`src/rtl/ps2_transmitter_pkg.sv`:
```
// ---------------------------------------------------------------------------
// ps2_transmitter_pkg
// Shared PS/2 definitions: the host-to-device transmitter state encoding,
// frame bit positions and a small elaboration-time helper.
// No ports (package).
// ---------------------------------------------------------------------------
package ps2_transmitter_pkg;

    // Host-to-device transmitter states.
    typedef enum logic [2:0] {
        TX_IDLE      = 3'd0,
        TX_INHIBIT   = 3'd1,
        TX_REQUEST   = 3'd2,
        TX_SHIFT     = 3'd3,
        TX_ACK       = 3'd4,
        TX_WAIT_IDLE = 3'd5,
        TX_RESPOND   = 3'd6
    } ps2_tx_state_t;

    // Bit index positions inside the shifted part of the frame:
    // 0..7 data (LSB first), 8 parity, 9 stop.
    localparam int unsigned TX_BIT_IDX_W  = 4;
    localparam logic [3:0]  TX_PARITY_IDX = 4'd8;
    localparam logic [3:0]  TX_STOP_IDX   = 4'd9;

    function automatic int unsigned max_u(input int unsigned a, input int unsigned b);
        return (a > b) ? a : b;
    endfunction

endpackage

```
`src/rtl/clock_synchronizer.sv`:
```
// ---------------------------------------------------------------------------
// clock_synchronizer
// Two-flop synchronizer for a single asynchronous level (PS/2 pin).
// Ports:
//   i_clk        system clock
//   i_reset_low  synchronous active-low reset (flops load RESET_VALUE)
//   i_async      asynchronous input level
//   o_sync       synchronized level, two clk cycles of latency
// ---------------------------------------------------------------------------
module clock_synchronizer #(
    parameter logic RESET_VALUE = 1'b1
) (
    input  logic i_clk,
    input  logic i_reset_low,
    input  logic i_async,
    output logic o_sync
);

    logic r_meta;
    logic r_sync;

    always_ff @(posedge i_clk) begin
        if (!i_reset_low) begin
            r_meta <= RESET_VALUE;
            r_sync <= RESET_VALUE;
        end else begin
            r_meta <= i_async;
            r_sync <= r_meta;
        end
    end

    assign o_sync = r_sync;

endmodule

```
`src/rtl/ps2_transmitter.sv`:
```
// ---------------------------------------------------------------------------
// ps2_transmitter
// Host-to-device PS/2 frame transmitter. Accepts one command byte, inhibits
// the bus, issues a request-to-send, shifts start/data/parity/stop on the
// device's clock falling edges, samples the device ack and reports the result.
//
// Ports:
//   clk, reset_low             system clock, synchronous active-low reset
//   ps2_clk_in / ps2_data_in   raw PS/2 pin levels (asynchronous)
//   ps2_clk_out / ps2_data_out open-drain drive value, constant 0
//   ps2_clk_oe / ps2_data_oe   1 = pull the line low
//   command_ready/valid/byte   command input handshake
//   command_ack_ready/valid    result handshake, command_ack_error = failed
//   busy                       1 in every state except IDLE
//   dbg_state                  current FSM state
//
// Handshakes: a transfer happens on a clk edge where both valid and ready
// are 1. command_ready is 1 only in IDLE; command_valid is ignored elsewhere.
// command_ack_valid/command_ack_error are held stable until the edge where
// command_ack_ready is sampled 1; command_ready returns the cycle after.
// ---------------------------------------------------------------------------
module ps2_transmitter
    import ps2_transmitter_pkg::*;
#(
    parameter int unsigned INHIBIT_CYCLES = 7425,
    parameter int unsigned TIMEOUT_CYCLES = 1113750
) (
    input  logic          clk,
    input  logic          reset_low,
    input  logic          ps2_clk_in,
    output logic          ps2_clk_out,
    output logic          ps2_clk_oe,
    input  logic          ps2_data_in,
    output logic          ps2_data_out,
    output logic          ps2_data_oe,
    output logic          command_ready,
    input  logic          command_valid,
    input  logic [7:0]    command_byte,
    input  logic          command_ack_ready,
    output logic          command_ack_valid,
    output logic          command_ack_error,
    output logic          busy,
    output ps2_tx_state_t dbg_state
);

    localparam int unsigned CNT_W = $clog2(max_u(INHIBIT_CYCLES, TIMEOUT_CYCLES) + 1);
    localparam logic [CNT_W-1:0] INHIBIT_LOAD = CNT_W'(INHIBIT_CYCLES);
    localparam logic [CNT_W-1:0] TIMEOUT_LOAD = CNT_W'(TIMEOUT_CYCLES);

    // Synchronized pins and falling-edge detect
    logic w_clk_s;
    logic w_data_s;
    logic r_clk_prev;
    logic w_fall;

    // FSM and datapath
    ps2_tx_state_t           r_state;
    ps2_tx_state_t           w_state_next;
    logic [CNT_W-1:0]        r_cnt;
    logic [TX_BIT_IDX_W-1:0] r_bit_idx;
    logic [7:0]              r_byte;
    logic                    r_parity;
    logic                    r_err;
    logic                    w_accept;
    logic                    w_expire;
    logic                    w_timeout;
    logic                    w_cur_bit;

    // Registered outputs and their next values
    logic r_clk_oe,        w_clk_oe_d;
    logic r_data_oe,       w_data_oe_d;
    logic r_command_ready, w_command_ready_d;
    logic r_ack_valid,     w_ack_valid_d;
    logic r_ack_error,     w_ack_error_d;
    logic r_busy,          w_busy_d;

    clock_synchronizer #(.RESET_VALUE(1'b1)) u_sync_clk (
        .i_clk       (clk),
        .i_reset_low (reset_low),
        .i_async     (ps2_clk_in),
        .o_sync      (w_clk_s)
    );

    clock_synchronizer #(.RESET_VALUE(1'b1)) u_sync_data (
        .i_clk       (clk),
        .i_reset_low (reset_low),
        .i_async     (ps2_data_in),
        .o_sync      (w_data_s)
    );

    assign w_fall   = r_clk_prev & ~w_clk_s;
    assign w_accept = (r_state == TX_IDLE) && command_valid && r_command_ready;
    // The counter reaches 0 on this edge.
    assign w_expire = (r_cnt <= CNT_W'(1));

    // Bit to present after the current fall: data LSB first, parity, stop.
    always_comb begin
        w_cur_bit = 1'b1;
        if (r_bit_idx < TX_PARITY_IDX) begin
            w_cur_bit = r_byte[r_bit_idx[2:0]];
        end else if (r_bit_idx == TX_PARITY_IDX) begin
            w_cur_bit = r_parity;
        end
    end

    // ---------------- state register ----------------
    always_ff @(posedge clk) begin
        if (!reset_low) begin
            r_state <= TX_IDLE;
        end else begin
            r_state <= w_state_next;
        end
    end

    // ---------------- next-state logic ----------------
    always_comb begin
        w_state_next = r_state;
        w_timeout    = 1'b0;
        case (r_state)
            TX_IDLE: begin
                if (w_accept) w_state_next = TX_INHIBIT;
            end
            TX_INHIBIT: begin
                if (w_expire) w_state_next = TX_REQUEST;
            end
            TX_REQUEST: begin
                if (w_expire) w_timeout = 1'b1;
                else          w_state_next = TX_SHIFT;
            end
            TX_SHIFT: begin
                if (w_fall) begin
                    if (r_bit_idx == TX_STOP_IDX) w_state_next = TX_ACK;
                end else if (w_expire) begin
                    w_timeout = 1'b1;
                end
            end
            TX_ACK: begin
                if (w_fall)        w_state_next = TX_WAIT_IDLE;
                else if (w_expire) w_timeout = 1'b1;
            end
            TX_WAIT_IDLE: begin
                if (w_clk_s && w_data_s) w_state_next = TX_RESPOND;
                else if (w_expire)       w_timeout = 1'b1;
            end
            TX_RESPOND: begin
                if (command_ack_ready) w_state_next = TX_IDLE;
            end
            default: w_state_next = TX_IDLE;
        endcase
        if (w_timeout) w_state_next = TX_RESPOND;
    end

    // ---------------- datapath registers ----------------
    always_ff @(posedge clk) begin
        if (!reset_low) begin
            r_clk_prev <= 1'b1;
            r_cnt      <= '0;
            r_bit_idx  <= '0;
            r_byte     <= '0;
            r_parity   <= 1'b0;
            r_err      <= 1'b0;
        end else begin
            r_clk_prev <= w_clk_s;

            if (w_accept) begin
                r_cnt <= INHIBIT_LOAD;
            end else if ((w_state_next == TX_REQUEST) && (r_state != TX_REQUEST)) begin
                r_cnt <= TIMEOUT_LOAD;
            end else if (((r_state == TX_SHIFT) || (r_state == TX_ACK)) && w_fall) begin
                r_cnt <= TIMEOUT_LOAD;
            end else if (r_cnt != '0) begin
                r_cnt <= r_cnt - CNT_W'(1);
            end

            if (w_accept) begin
                r_byte   <= command_byte;
                r_parity <= ~^command_byte;
            end

            if (r_state == TX_INHIBIT) begin
                r_bit_idx <= '0;
            end else if ((r_state == TX_SHIFT) && w_fall && (r_bit_idx != TX_STOP_IDX)) begin
                r_bit_idx <= r_bit_idx + 4'd1;
            end

            // A timeout wins over whatever the ack bit said.
            if (w_accept) begin
                r_err <= 1'b0;
            end else if (w_timeout) begin
                r_err <= 1'b1;
            end else if ((r_state == TX_ACK) && w_fall) begin
                r_err <= w_data_s;
            end
        end
    end

    // ---------------- output logic ----------------
    // Outputs are computed from the next state so the registered pins change
    // on the same edge as the state register.
    always_comb begin
        w_clk_oe_d        = (w_state_next == TX_INHIBIT);
        w_command_ready_d = (w_state_next == TX_IDLE);
        w_busy_d          = (w_state_next != TX_IDLE);
        w_ack_valid_d     = (w_state_next == TX_RESPOND);
        w_ack_error_d     = (w_state_next == TX_RESPOND) && (w_timeout || r_err);
        case (w_state_next)
            TX_REQUEST: w_data_oe_d = 1'b1;
            TX_SHIFT:   w_data_oe_d = ((r_state == TX_SHIFT) && w_fall) ? ~w_cur_bit : r_data_oe;
            default:    w_data_oe_d = 1'b0;
        endcase
    end

    always_ff @(posedge clk) begin
        if (!reset_low) begin
            r_clk_oe        <= 1'b0;
            r_data_oe       <= 1'b0;
            r_command_ready <= 1'b0;
            r_ack_valid     <= 1'b0;
            r_ack_error     <= 1'b0;
            r_busy          <= 1'b0;
        end else begin
            r_clk_oe        <= w_clk_oe_d;
            r_data_oe       <= w_data_oe_d;
            r_command_ready <= w_command_ready_d;
            r_ack_valid     <= w_ack_valid_d;
            r_ack_error     <= w_ack_error_d;
            r_busy          <= w_busy_d;
        end
    end

    assign ps2_clk_out       = 1'b0;
    assign ps2_data_out      = 1'b0;
    assign ps2_clk_oe        = r_clk_oe;
    assign ps2_data_oe       = r_data_oe;
    assign command_ready     = r_command_ready;
    assign command_ack_valid = r_ack_valid;
    assign command_ack_error = r_ack_error;
    assign busy              = r_busy;
    assign dbg_state         = r_state;

endmodule

```
`config.mk`:
```
export PLATFORM = sky130hd
export DESIGN_NAME = ps2_transmitter
export DESIGN_NICKNAME = d
export VERILOG_FILES = /design/src/rtl/ps2_transmitter_pkg.sv /design/src/rtl/clock_synchronizer.sv /design/src/rtl/ps2_transmitter.sv
export SDC_FILE = /design/constraint.sdc
export NUM_CORES = 1
export LEC_CHECK = 0
export CAP_MARGIN = 20
export CORE_ASPECT_RATIO = 2
export CORE_MARGIN = 2
export CORE_UTILIZATION = 40
export DETAILED_ROUTE_END_ITERATION = 10
export SETUP_SLACK_MARGIN = 0.02
export SLEW_MARGIN = 20
export SYNTH_ARGS = -nofsm -noshare
export SYNTH_HDL_FRONTEND = slang
export SYNTH_HIERARCHICAL = 1
export SYNTH_SLANG_ARGS = --single-unit
```
`constraint.sdc`:
```
create_clock -name clk -period 3 [get_ports clk]
set_input_delay 0.6 -clock clk [delete_from_list [all_inputs] [get_ports clk]]
set_output_delay 0.6 -clock clk [all_outputs]
set_load 0.02 [all_outputs]
```
* After elaboration in Yosys (flattened, before gate mapping) *
Cells that the tools add are included.

storage, ports and cells
  logic and storage cells = 92
  output and inout bits = 11
  register bits = 49

operators by class
  eq/ne operators = 15
  bitwise operators = 4
  muxes and demuxes = 26
  $lt $le $gt $ge = 3
  reduce and logical (&&, ||, !) cells = 23
  $add $sub $neg = 2

operators by type and width
  operator                                                                           number
  21-bit 2-to-1 mux                                                                  3
  3-bit 2-to-1 mux                                                                   9
  21-bit by 1-bit less-or-equal comparator with 1-bit output, second input constant  1
  3-bit one-hot mux with 7 select lines                                              1
  21-bit nonzero test                                                                1
  21-bit by 1-bit subtractor with 21-bit output, second input constant               1
  13-bit 2-to-1 mux                                                                  1
  3-bit by 2-bit == test with 1-bit output, second input constant                    4
  3-bit == test, second input constant                                               4
  1-bit logical AND                                                                  9
  1-bit 2-to-1 mux                                                                   9
  4-bit == test, second input constant                                               2
  8-bit XNOR reduction                                                               1
  3-bit by 1-bit == test with 1-bit output, second input constant                    2
  3-bit logical NOT                                                                  2
  3-bit nonzero test                                                                 2
  2-bit OR reduction                                                                 3
  4-bit by 1-bit adder with 4-bit output, second input constant                      1
  3-bit by 4-bit less-than comparator with 1-bit output, second input constant       1
  4-bit less-than comparator, second input constant                                  1
  4-bit inequality test, second input constant                                       1
  4-bit nonzero test                                                                 1
  4-bit OR reduction                                                                 1
  1-bit binary-select mux with 3-bit select                                          1
  other kinds (8)                                                                    11

* Logic depth before layout (Yosys ltp) *
  depth in word-level cells = 10
  gate-level depth with buffers = 9
  mapped depth without buffers = 8

* By module *
Netlist, hierarchy kept.

by module, submodules not included
  module              sequential area each (um^2)  cells each  instances  area an instance (um^2)
  ps2_transmitter     900.9                        279         1          2597.5
  clock_synchronizer  40.0                         4           2          52.6

* Worst setup path before layout *
OpenSTA, ideal clock, no wires.

  kind = flip-flop to flip-flop
  start = register r_state[1], in the netlist dbg_state[1]
  end = register r_cnt[13]
  clock period less this slack = 2.262 ns
  cell stages (with the launch flop) = 10
  arrival = 2.185 ns
  path slack = 0.738 ns
  cells stage by stage = dfxtp_1 > buf_2 > nor2_1 > and4b_1 > clkbuf_1 > a211oi_1 > nor2_1 > or4b_1 > buf_6 > a31oi_2

between the ends
  cells in the longest elaborated chain, start to end = 9
  elaborated cells on any way between the ends = 30
  those cells by class = eq/ne: 8; mux: 13; reduce/logical: 9

RTL lines
  element                                                                   RTL line                                       RTL
  from (decl)                                                               ps2_transmitter.sv:57                          ps2_tx_state_t r_state;
  from (signal assigned)                                                    ps2_transmitter.sv:111                         r_state <= w_state_next;
  3-bit logical NOT                                                         ps2_transmitter.sv:92, ps2_transmitter.sv:119
  1-bit logical AND (2 in a row)                                            ps2_transmitter.sv:92                          assign w_accept = (r_state == TX_IDLE) && command_valid && r_command_ready;
  3-bit 2-to-1 mux                                                          ps2_transmitter.sv:121                         if (w_accept) w_state_next = TX_INHIBIT;
  3-bit one-hot mux with 7 select lines                                     ps2_transmitter.sv:119                         case (r_state)
  3-bit 2-to-1 mux                                                          ps2_transmitter.sv:150                         if (w_timeout) w_state_next = TX_RESPOND;
  3-bit by 2-bit == test with 1-bit output                                  ps2_transmitter.sv:167                         end else if ((w_state_next == TX_REQUEST) && (r_state != TX_REQUEST)) begin
  1-bit logical AND                                                         ps2_transmitter.sv:167
  3-bit nonzero test (no line) / 21-bit 2-to-1 mux (equally long branches)  -
  to (signal assigned)                                                      ps2_transmitter.sv:172                         r_cnt <= r_cnt - CNT_W'(1);
  to (decl)                                                                 ps2_transmitter.sv:59                          logic [CNT_W-1:0] r_cnt;

Parallel ways exist; a longest one is shown, timed or not.
A chain may end at the register's enable or synchronous reset.

* Worst setup path after layout *
  start = register r_bit_idx[1]
  end = register r_cnt[13]

between the ends
  cells in the longest elaborated chain, start to end = 8
  elaborated cells on any way between the ends = 9
  those cells by class = eq/ne: 2; mux: 5; reduce/logical: 2

RTL lines
  element                                                                   RTL line                RTL
  from (decl)                                                               ps2_transmitter.sv:60   logic [TX_BIT_IDX_W-1:0] r_bit_idx;
  from (signal assigned)                                                    ps2_transmitter.sv:183  r_bit_idx <= r_bit_idx + 4'd1;
  4-bit == test (*)                                                         ps2_transmitter.sv:132  if (r_bit_idx == TX_STOP_IDX) w_state_next = TX_ACK;
  3-bit 2-to-1 mux (*)                                                      ps2_transmitter.sv:132
  3-bit 2-to-1 mux (*)                                                      ps2_transmitter.sv:131  if (w_fall) begin
  3-bit one-hot mux with 7 select lines (*)                                 ps2_transmitter.sv:119
  3-bit 2-to-1 mux (*)                                                      ps2_transmitter.sv:150
  3-bit by 2-bit == test with 1-bit output (*)                              ps2_transmitter.sv:167
  1-bit logical AND (*)                                                     ps2_transmitter.sv:167
  3-bit nonzero test (no line) / 21-bit 2-to-1 mux (equally long branches)  -

Mark *: on every way between the ends. The rest lies on a longest branch, timed or not.

==> impl_metrics.json <==
{
  "crit_required_ns": 3.22,
  "area_delta_synth_final_pct": 16.39,
  "path_cells": "inv_1 > ha_1 > and3b_1 > nand4_1 > a211oi_1 > nor2_1 > or4b_1 > a31oi_2",
  "grt_first_pass_wirelength_microns": 10560,
  "post_cts_resize_count": 0,
  "grt_overflow": 0,
  "diodes": 0,
  "tritoncts": "built",
  "cts_buffers": 5,
  "worst_pin_slew_ns": 0.5767,
  "nets": 329,
  "core_area_sq_mm": 0.006569,
  "layout-drive-gt1-share_pct": 11.94,
  "async_flop_share_pct": 0,
  "max_cap_violations": 0,
  "post_cts_buffers": 0,
  "slew_headroom_pct": 61.46,
  "fin_hold_ws_ns": 0.4214,
  "grt_max_degree": 22,
  "cts.reportedPaths.clkPinSlew_ns": 0.07,
  "start_util_pct": 41.14,
  "boundaryPins": 25,
  "synth_edf_count": 0,
  "grt_pass1_vias": 2256,
  "cp_top_family": "simple AND/OR/NAND/NOR gates",
  "fin_setup_tns_ns": 0,
  "critPathKind": "reg -> reg",
  "clock_latency_ns": 0.29,
  "layout_commonest_cell": "dfxtp_1",
  "ys.flop_type": "dfxtp_1",
  "port_buffers": 22,
  "syn-cell-area_sq_mm": 0.002703,
  "cpPeakStageDelay_ns": 0.78,
  "route.antenna.remaining_nets": 0,
  "place_congestion": 0.8778,
  "wl_per_cell_microns": 15.34,
  "fp.dieW_microns": 62.12,
  "hold_viol_final": 0,
  "rsz0062_at_grt": "false",
  "setup_viol": 0,
  "critPathLaunch": "r_bit_idx[1]",
  "wirelength_microns": 6104,
  "drtIter0Drc": 127,
  "power_density_mw_per_mm2": 945.6,
  "track_usage_pct": 17.87,
  "yosysWarnings": 6,
  "p_leak_nw": 1.110,
  "synth_cells": 287,
  "dieArea_sq_mm": 0.007470,
  "cp_slowest_cell": "or4b_1",
  "synth-seq-cells": 49,
  "clock_skew_ns": 0.007704,
  "cts_buffer_depth": 2,
  "fmax_mhz": 389.1,
  "synth-seq-area-share_pct": 36.30,
  "ir_drop_v": 0.0004856,
  "rr_worst_depth": 8,
  "cp_num_cells": 8,
  "vias_per_cell": 5.344,
  "status": "completed",
  "hold_path.class": "reg -> reg",
  "slew_viol_final": 0,
  "die-height_microns": 120.2,
  "path_buf_inv": 1,
  "period_share_pct": 85.67,
  "cts.sinks": 49,
  "cp-end-kind": "flop",
  "htreeDepth": 2,
  "hold_buffers": 0,
  "grt_antenna_before_repair": 0,
  "critical_path.max_fanout": 9,
  "rows": 42,
  "crit_arrival_ns": 2.79,
  "synth.avg_cell_area_sq_um": 9.417,
  "route.detailed.drc": 0,
  "regToRegStartpoint": "r_bit_idx[1]",
  "rr_endpoint": "r_cnt[13]",
  "cts_root_buffer": "clkbuf_16",
  "dp_hpwl_microns": 4731,
  "n_fill_cell": 646,
  "finalCriticalPeriod_ns": 2.570,
  "cp-endpoint": "r_cnt[13]",
  "cp-start-kind": "flop",
  "dr.pass1.iters": 4,
  "synth_cell_types": 60,
  "num_vias": 2127,
  "mostFrequentLayoutCells": "dfxtp_1 (49), nor2_1 (29), clkdlybuf4s50_1 (22)",
  "rrSetupSlack_ns": 0.43
}
-- registers in the layout, indices dropped and copies added (netlist names), 3 cells and up --
signal / flops
r_byte: 8
dbg_state: 3
r_cnt: 21
r_bit_idx: 4
-- logic make-up (layout without fill, tap and decap cells) --
| logic type | Yosys count | count (layout) | synth area share, % |
|---|---|---|---|
| xor+xnor | 27 | 27 | 8.750 |
| compound gates | 41 | 41 | 14.03 |
| fa+ha+maj | 6 | 6 | 2.778 |
| buf+inv | 19 | 41 | 3.472 |
| mux | 14 | 14 | 6.157 |
| flops | 49 | 49 | 36.30 |
| other cells | 1 | 2 | 0.1388 |
| simple gates | 130 | 130 | 28.38 |
-- per-layer routing --
metal	track usage, %	vias to the layer above	part of all wire, %
met4	10.42	0	4.2
li1	-	1056	-
met3	2.884	15	2.1
met5	0	-	0
met2	36.14	37	59
met1	16.10	1019	35
-- worst min-delay path by stage --
stage | start | to | slack (ns) | cells after the start
finish | u_sync_data/r_meta | u_sync_data/o_sync | 0.42 | 1
global route | u_sync_data/r_meta | u_sync_data/o_sync | 0.44 | 1
CTS | u_sync_clk/r_meta | u_sync_clk/o_sync | 0.43 | 1
detailed placement | u_sync_clk/r_meta | u_sync_clk/o_sync | 0.41 | 1
global placement | u_sync_data/r_meta | u_sync_data/o_sync | 0.39 | 1
floorplan | u_sync_clk/r_meta | u_sync_clk/o_sync | 0.39 | 1
-- cell type report --
type                       count  area, sq um  share of cell area, %
clock buffer                   6        128.9                  4.097
timing repair buffer          28        265.3                  8.433
multi-input combinational    220         1632                  51.87
inverter                       5        18.77                 0.5967
tap                           88        110.1                  3.500
sequential                    49        980.9                  31.19
clock inverter                 2        10.01                 0.3182
-- power breakdown --
part / internal (mW) / switching, mW / leakage, nW
clock network: 0.307 / 0.243 / 0.0706
registers: 0.801 / 0.180 / 0.401
logic: 0.632 / 0.811 / 0.639
-- cells in the mapped netlist, types with 4 or more instances --
cell      number  area share (%)
nor2_1        29             4.0
a31oi_2        9             4.2
dfxtp_1       49              36
xnor2_1       12             3.9
o31a_1         4             1.3
nand2_1       18             2.5
nor3_1        13             2.4
a21oi_1        4            0.74
nand4_1        5             1.2
nand3_1        5            0.93
nor2b_1       16             3.7
ha_1           6             2.8
mux2i_1       11             4.1
o21ai_0        4            0.74
clkbuf_1       6            0.83
xor2_1        15             4.9
a211oi_1       4             1.1
nand2b_1      11             2.5
inv_1          5            0.69
-- stage by stage --
step | utilization (%) | worst slack, ns | area (sq um) | power (mW) | std cells
final | 47.89 | 0.4301 | 3146 | 2.974 | 398
after global routing | 47.89 | 0.2229 | 3146 | 3.203 | 398
after CTS | 47.89 | 0.4178 | 3146 | 2.990 | 398
after detailed placement | 45.77 | 0.2242 | 3007 | 2.430 | 390
after global placement | 45.77 | 0.2835 | 3007 | 2.409 | 390
after floorplan | - | 0.7382 | 2706 | 2.086 | 288
Note: power is estimated with default switching activity, not from simulation.
